`config.mk`:
```
export PLATFORM = sky130hd
export DESIGN_NAME = pkt_header_classifier
export DESIGN_NICKNAME = d
export VERILOG_FILES = /design/src/rtl/pkt_cls_pkg.sv /design/src/rtl/pkt_cls_hdr_decode.sv /design/src/rtl/pkt_header_classifier.sv
export SDC_FILE = /design/constraint.sdc
export NUM_CORES = 1
export LEC_CHECK = 0
export CORE_AREA = 3 3 167 169
export DETAILED_ROUTE_END_ITERATION = 7
export DIE_AREA = 0 0 170 172
export DONT_BUFFER_PORTS = 1
export PLACE_DENSITY = 0.47
export SYNTH_ARGS = -nofsm -noshare
export SYNTH_HDL_FRONTEND = slang
export SYNTH_SLANG_ARGS = --single-unit
```
`constraint.sdc`:
```
create_clock -name aclk -period 2.89 [get_ports aclk]
set_input_delay 0.4335 -clock aclk [delete_from_list [all_inputs] [get_ports aclk]]
set_output_delay 0.4335 -clock aclk [all_outputs]
set_load 0.03 [all_outputs]
```
`src/rtl/pkt_cls_pkg.sv`:
```
// Shared constants and types for the packet header classifier.
// Byte offsets are counted from the start of the Ethernet frame in beat 0.
package pkt_cls_pkg;

   localparam int OFS_ETHERTYPE = 12;
   localparam int OFS_TOS       = 15;
   localparam int OFS_IPLEN     = 16;
   localparam int OFS_PROTO     = 23;

   localparam logic [15:0] ETHERTYPE_IPV4 = 16'h0800;
   localparam logic [7:0]  IPPROTO_TCP    = 8'h06;

   typedef enum logic {
      ST_IDLE = 1'b0,
      ST_BODY = 1'b1
   } cls_state_t;

   // Everything decided from beat 0 that has to travel with the packet
   typedef struct packed {
      logic        ipv4;
      logic        need_decomp;
      logic [15:0] length;
   } hdr_info_t;

   // End-of-packet record; the burst/beat counts sit beside it in the top
   // because their width is a parameter of that module.
   typedef struct packed {
      logic        need_decomp;
      logic        len_err;
      logic [15:0] length;
   } meta_rec_t;

   function automatic logic [15:0] sat_add16(input logic [15:0] a, input logic [15:0] b);
      logic [16:0] sum;
      sum = {1'b0, a} + {1'b0, b};
      return sum[16] ? 16'hFFFF : sum[15:0];
   endfunction

endpackage

```
`src/rtl/pkt_cls_hdr_decode.sv`:
```
// Combinational decode of beat 0: IPv4 detection, decompress match and
// frame length (IPv4 total length plus Ethernet header, saturating).
module pkt_cls_hdr_decode
   import pkt_cls_pkg::*;
#(
   parameter int DATA_W      = 256,
   parameter int MATCH_IPLEN = 1500,
   parameter int FRAME_ADJ   = 14
) (
   input  logic [DATA_W-1:0] beat_data,
   output hdr_info_t         hdr
);

   logic [15:0] ethertype;
   logic [7:0]  tos;
   logic [15:0] iplen;
   logic [7:0]  proto;
   logic        ipv4;
   logic        unused_bits;

   assign ethertype = {beat_data[8*OFS_ETHERTYPE +: 8], beat_data[8*(OFS_ETHERTYPE+1) +: 8]};
   assign tos       = beat_data[8*OFS_TOS +: 8];
   assign iplen     = {beat_data[8*OFS_IPLEN +: 8], beat_data[8*(OFS_IPLEN+1) +: 8]};
   assign proto     = beat_data[8*OFS_PROTO +: 8];
   assign ipv4      = (ethertype == ETHERTYPE_IPV4);

   // Most of the beat is payload the classifier never looks at
   assign unused_bits = ^beat_data;

   // Field match and saturating length for the header record
   always_comb begin
      hdr             = '0;
      hdr.ipv4        = ipv4;
      hdr.need_decomp = ipv4 && (tos != 8'h00) && (proto == IPPROTO_TCP)
                        && (iplen == 16'(MATCH_IPLEN));
      hdr.length      = ipv4 ? sat_add16(iplen, 16'(FRAME_ADJ)) : 16'h0000;
   end

endmodule

```
`src/rtl/pkt_header_classifier.sv`:
```
// Passive AXI4-Stream tap that classifies each Ethernet/IPv4 packet on its
// first beat, pulses an early header result and queues a one-entry
// end-of-packet metadata record. Never drives s_tready.
// Optional statistics counters: define PKT_CLS_STATS_EN.
//
//   state   | meaning
//   --------+-----------------------------------------------------------
//   ST_IDLE | next fired beat is beat 0 of a new packet
//   ST_BODY | inside a packet, counting beats until the tlast beat
module pkt_header_classifier
   import pkt_cls_pkg::*;
#(
   parameter int DATA_W      = 256,
   parameter int BURST_BYTES = 32,
   parameter int CNT_W       = 16,
   parameter int MATCH_IPLEN = 1500,
   parameter int FRAME_ADJ   = 14
) (
   input  logic              aclk,
   input  logic              aresetn,
   input  logic              s_tvalid,
   input  logic              s_tready,
   input  logic [DATA_W-1:0] s_tdata,
   input  logic              s_tlast,
   output logic              hdr_valid,
   output logic              hdr_need_decomp,
   output logic [15:0]       hdr_length,
   output logic              meta_valid,
   input  logic              meta_ready,
   output logic              meta_need_decomp,
   output logic [15:0]       meta_length,
   output logic [CNT_W-1:0]  meta_bursts,
   output logic [CNT_W-1:0]  meta_beats,
   output logic              meta_len_err,
   output logic              meta_drop,
   output logic [31:0]       stat_pkts,
   output logic [31:0]       stat_decomp,
   output logic [31:0]       stat_lenerr
);

   localparam int BEAT_BYTES = DATA_W / 8;
   localparam int BURST_SH   = $clog2(BURST_BYTES);

   cls_state_t        state;
   hdr_info_t         dec_hdr;
   hdr_info_t         pkt_hdr;
   hdr_info_t         fin_hdr;
   logic [CNT_W-1:0]  beat_cnt;
   logic [CNT_W-1:0]  fin_beats;
   logic [16:0]       fin_bursts17;
   logic [16:0]       fin_exp_beats17;
   logic              fin_len_err;
   logic              fire;
   logic              beat0;
   logic              fin;
   logic              meta_load;
   meta_rec_t         meta_q;

   assign fire  = s_tvalid && s_tready;
   assign beat0 = fire && (state == ST_IDLE);
   assign fin   = fire && s_tlast;

   pkt_cls_hdr_decode #(
      .DATA_W      (DATA_W),
      .MATCH_IPLEN (MATCH_IPLEN),
      .FRAME_ADJ   (FRAME_ADJ)
   ) u_hdr_decode (
      .beat_data (s_tdata),
      .hdr       (dec_hdr)
   );

   // A single-beat packet finalizes straight from the decoder, so the
   // record source and the running count both depend on the state.
   always_comb begin
      fin_hdr   = pkt_hdr;
      fin_beats = beat_cnt;
      if (state == ST_IDLE) begin
         fin_hdr   = dec_hdr;
         fin_beats = CNT_W'(1);
      end else if (beat_cnt != '1) begin
         fin_beats = beat_cnt + CNT_W'(1);
      end
   end

   // Burst and expected-beat rounding is done at 17 bits so a saturated
   // 0xFFFF length cannot wrap.
   assign fin_bursts17    = ({1'b0, fin_hdr.length} + 17'(BURST_BYTES - 1)) >> BURST_SH;
   assign fin_exp_beats17 = ({1'b0, fin_hdr.length} + 17'(BEAT_BYTES - 1)) / 17'(BEAT_BYTES);
   assign fin_len_err     = fin_hdr.ipv4 && (32'(fin_beats) != 32'(fin_exp_beats17));

   // Packet FSM, beat counter and the early header pulse
   always_ff @(posedge aclk) begin
      if (!aresetn) begin
         state           <= ST_IDLE;
         pkt_hdr         <= '0;
         beat_cnt        <= '0;
         hdr_valid       <= 1'b0;
         hdr_need_decomp <= 1'b0;
         hdr_length      <= 16'h0000;
      end else begin
         hdr_valid <= beat0;
         if (beat0) begin
            pkt_hdr         <= dec_hdr;
            hdr_need_decomp <= dec_hdr.need_decomp;
            hdr_length      <= dec_hdr.length;
         end
         if (fire) begin
            beat_cnt <= fin_beats;
         end
         case (state)
            ST_IDLE: if (fire && !s_tlast) state <= ST_BODY;
            ST_BODY: if (fin) state <= ST_IDLE;
            default: state <= ST_IDLE;
         endcase
      end
   end

   // The slot accepts a new record when empty or being drained this cycle
   assign meta_load = fin && (!meta_valid || meta_ready);

   // One-entry metadata slot with sticky overflow flag
   always_ff @(posedge aclk) begin
      if (!aresetn) begin
         meta_valid  <= 1'b0;
         meta_q      <= '0;
         meta_bursts <= '0;
         meta_beats  <= '0;
         meta_drop   <= 1'b0;
      end else begin
         if (meta_load) begin
            meta_valid         <= 1'b1;
            meta_q.need_decomp <= fin_hdr.need_decomp;
            meta_q.len_err     <= fin_len_err;
            meta_q.length      <= fin_hdr.length;
            meta_bursts        <= CNT_W'(fin_bursts17);
            meta_beats         <= fin_beats;
         end else if (meta_valid && meta_ready) begin
            meta_valid <= 1'b0;
         end
         if (fin && !meta_load) begin
            meta_drop <= 1'b1;
         end
      end
   end

   assign meta_need_decomp = meta_q.need_decomp;
   assign meta_len_err     = meta_q.len_err;
   assign meta_length      = meta_q.length;

`ifdef PKT_CLS_STATS_EN
   // Wrap-around packet statistics; dropped records still count
   always_ff @(posedge aclk) begin
      if (!aresetn) begin
         stat_pkts   <= 32'd0;
         stat_decomp <= 32'd0;
         stat_lenerr <= 32'd0;
      end else if (fin) begin
         stat_pkts <= stat_pkts + 32'd1;
         if (fin_hdr.need_decomp) stat_decomp <= stat_decomp + 32'd1;
         if (fin_len_err)         stat_lenerr <= stat_lenerr + 32'd1;
      end
   end
`else
   assign stat_pkts   = 32'd0;
   assign stat_decomp = 32'd0;
   assign stat_lenerr = 32'd0;
`endif

endmodule

```
==> reports/metrics.yaml <==
cp_max_fo: 2
antennaDiodeCount: 0
syn_avg_cell_area_sq_um: 8.03
whs_endpoint: "meta_drop"
syn2layout_area_growth_pct: 12.2
io_buffers: 0
synth_seq_cells: 84
yosysUniqueCellTypes: 80
cts.sinks: 84
period_needed_ns: 2.77
timing.setup.tns_ns: 0
min_path_cells: 1
place_ws_ns: -0.144
status: "completed"
num_rows: 60
gp_congestion: 0.823
vdd_drop_max_mv: 0.247
die_h_um: 172
nNetsFinal: 1060
p_per_area_nw_per_um2: 400
cts_max_level: 3
worst-endpoint-required_ns: 3.13
startpoint: "beat_cnt[1]"
start_util_pct: 22.9
wl_per_cell_um: 16.5
vias: 5251
cp_top_family: "simple AND/OR/NAND/NOR gates"
dr.pass1.iters: 5
pin_count: 428
die-area_sq_um: 29200
async_reset_ff_share_pct: 0
grt_pass1_wl_mm: 28.0
fmax_mhz: 361
coreArea_sq_um: 26700
worstSetupPathType: "register to register"
grt_max_degree: 85
clk_pin_slew_ns: 0.07
hpwl_mm: 14.6
cts_tree: "built"
slew_violations: 0
dieWidth_um: 170
timing.critical_path.buf_inv: 0
dominantRegCellSynth: "dfxtp_1"
reg2reg_slack_ns: 0.12
clock_path_buffers: 2
r2r_cells: 9
wirelength_mm: 18.8
cts_root_buffer: "clkbuf_16"
setup_violations: 0
first_global_vias: 4738
cp-end-kind: "register"
worstSkewPairLatency_ns: 0.36
antenna_found_initial: 1
synth_edf_count: 0
cpPeakStageDelay_ns: 0.58
fin_ws_ns: 0.117
maxCapViolCount: 0
via_per_inst: 4.60
grt_overflow_total: 0
tightest_slew_ns: 0.803
synth.yosys.seq_area_share_pct: 27.5
hold_class: "primary input to register"
slew_headroom_pct: 46.4
drt_iter0_markers: 304
fin_skew_ns: 0.0142
min_from: "aresetn"
start_kind: "register"
slowest_stage: "or4_1"
crit_chain: "ha_1, nand4_1, or4_1, o311a_1, a211oi_1, and3_1, o311ai_1, nor4_2, a21oi_1"
timing.rr.end: "meta_len_err"
leakage_nw: 2.70
hold_viol: 0
finalCritPeriodShare_pct: 96.0
grt_usage_pct: 12.3
yosys_warnings: 0
timing.rr.start: "beat_cnt[1]"
synth_cells: 762
syn_area_sq_um: 6120
drcViolationCount: 0
crit_arrival_ns: 3.01
cts-hold-fix-buffers: 0
drtAntennaViolNets: 0
drive_gt1_share_pct: 18.0
cts_buffers: 9
-- sequential cells by signal (all words and copies together), names as in the netlist, named ones only --
signal	flops
beat_cnt	16
hdr_valid	1
meta_beats	16
meta_bursts	12
meta_drop	1
meta_len_err	1
meta_length	16
meta_need_decomp	1
meta_valid	1
pkt_hdr	18
-- synthesized netlist by cell type (all sizes together) (3+ instances only) --
master	number	share of area, %
o41ai	3	0.55
nand4	15	1.9
nand3b	3	0.37
a31oi	6	0.61
and4	6	0.90
a21boi	33	4.0
nor2b	15	1.5
nand3	27	2.3
nor3	23	2.0
clkbuf	37	2.3
o221ai	3	0.43
o21ai	38	3.1
nor2	14	0.90
a211oi	7	0.86
xnor2	14	2.1
nor3b	5	0.69
nand4b	4	0.57
a21o	3	0.37
nor4	15	2.9
dfxtp	84	27
o21a	4	0.49
o211ai	7	0.86
o31a	3	0.43
nor4b	4	0.82
inv	9	0.55
and3	13	1.3
nand2b	4	0.41
a22oi	10	1.3
buf	131	16
xor2	7	1.0
mux2i	6	0.98
nand2	106	6.5
o211a	18	2.9
and2	23	2.4
or3	9	1.0
a21oi	22	1.8
o22ai	4	0.61
-- through the flow --
stage / utilization (%) / cell area [sq um] / hold WS (ns) / std cells / power, mW
4_1_cts: 25.5 / 6810 / 0.202 / 1141 / 2.78
3_5_place_dp: 24.4 / 6530 / 0.496 / 1125 / 1.63
3_3_place_gp: 24.4 / 6530 / 0.491 / 1125 / 1.63
6_report: 25.7 / 6870 / 0.220 / 1142 / 2.75
2_1_floorplan: - / 6490 / 0.454 / 861 / 1.67
5_1_grt: 25.7 / 6870 / 0.218 / 1142 / 2.87
-- worst register-to-register path, delay by kind of cell (launching register included) --
family	cells	cell delay (ns)
flip-flops	1	0.34
adder cells (fa/ha/maj)	1	0.17
AO/OA/AOI/OAI	4	0.86
AND/OR/NAND/NOR	4	1.31
-- cell type report --
| class | count | area [sq um] |
|---|---|---|
| Clock buffer | 9 | 225 |
| Clock inverter | 7 | 57.6 |
| Fill cell | 2942 | 19900 |
| Inverter | 10 | 37.5 |
| Multi-Input combinational cell | 599 | 3710 |
| Sequential cell | 84 | 1680 |
| Tap cell | 341 | 427 |
| Timing Repair Buffer | 92 | 728 |
-- cell families after synthesis --
group           count (synthesis)  synth area share (%)
compound gates                178                  21.6
xor+xnor                       22                  3.52
fa+ha+maj                       3                 0.593
buf+inv                       178                  18.8
flops                          84                  27.5
mux                             6                 0.981
other cells                     1                0.0613
simple gates                  290                  27.0
-- what timing repair did --
action / in CTS / in global routing
gates resized for setup: 0 / 9
endpoints found under the setup margin: 0 / 1
setup buffers: 0 / 1
-- power breakdown --
group,internal [mW],leakage (nW),switching [mW]
Sequential,1.17,0.679,0.0420
Clock,0.597,0.135,0.543
Combinational,0.0940,1.89,0.298
Total,1.86,2.70,0.883
-- worst max-delay path by stage --
stage	endpoint	slack, ns	depth (start not counted)
6_report	meta_len_err	0.12	9
5_1_grt	meta_len_err	-0.03	10
4_1_cts	meta_len_err	0.03	10
3_5_place_dp	meta_len_err	-0.14	11
3_3_place_gp	meta_len_err	-0.15	11
2_1_floorplan	meta_len_err	0.19	11
-- placed cells by master, fill, tap and decap left out, types with 21 or more instances in the layout --
master / n
a21boi_0: 31
a21oi_1: 22
and2_1: 23
buf_4: 89
conb_1: 100
dfxtp_1: 83
nand2_1: 105
nand3_1: 26
nor3_1: 21
o21ai_0: 32
-- metal layers --
metal  track usage, %  routed length (um)  vias to the layer above
li1                 -                   -                     2568
met1             15.0                7730                     2467
met2             22.0                9480                      200
met3             3.48                1450                       14
met4             2.12                 118                        2
met5                0                  16                        -
Power figures use the tool's default switching activity.
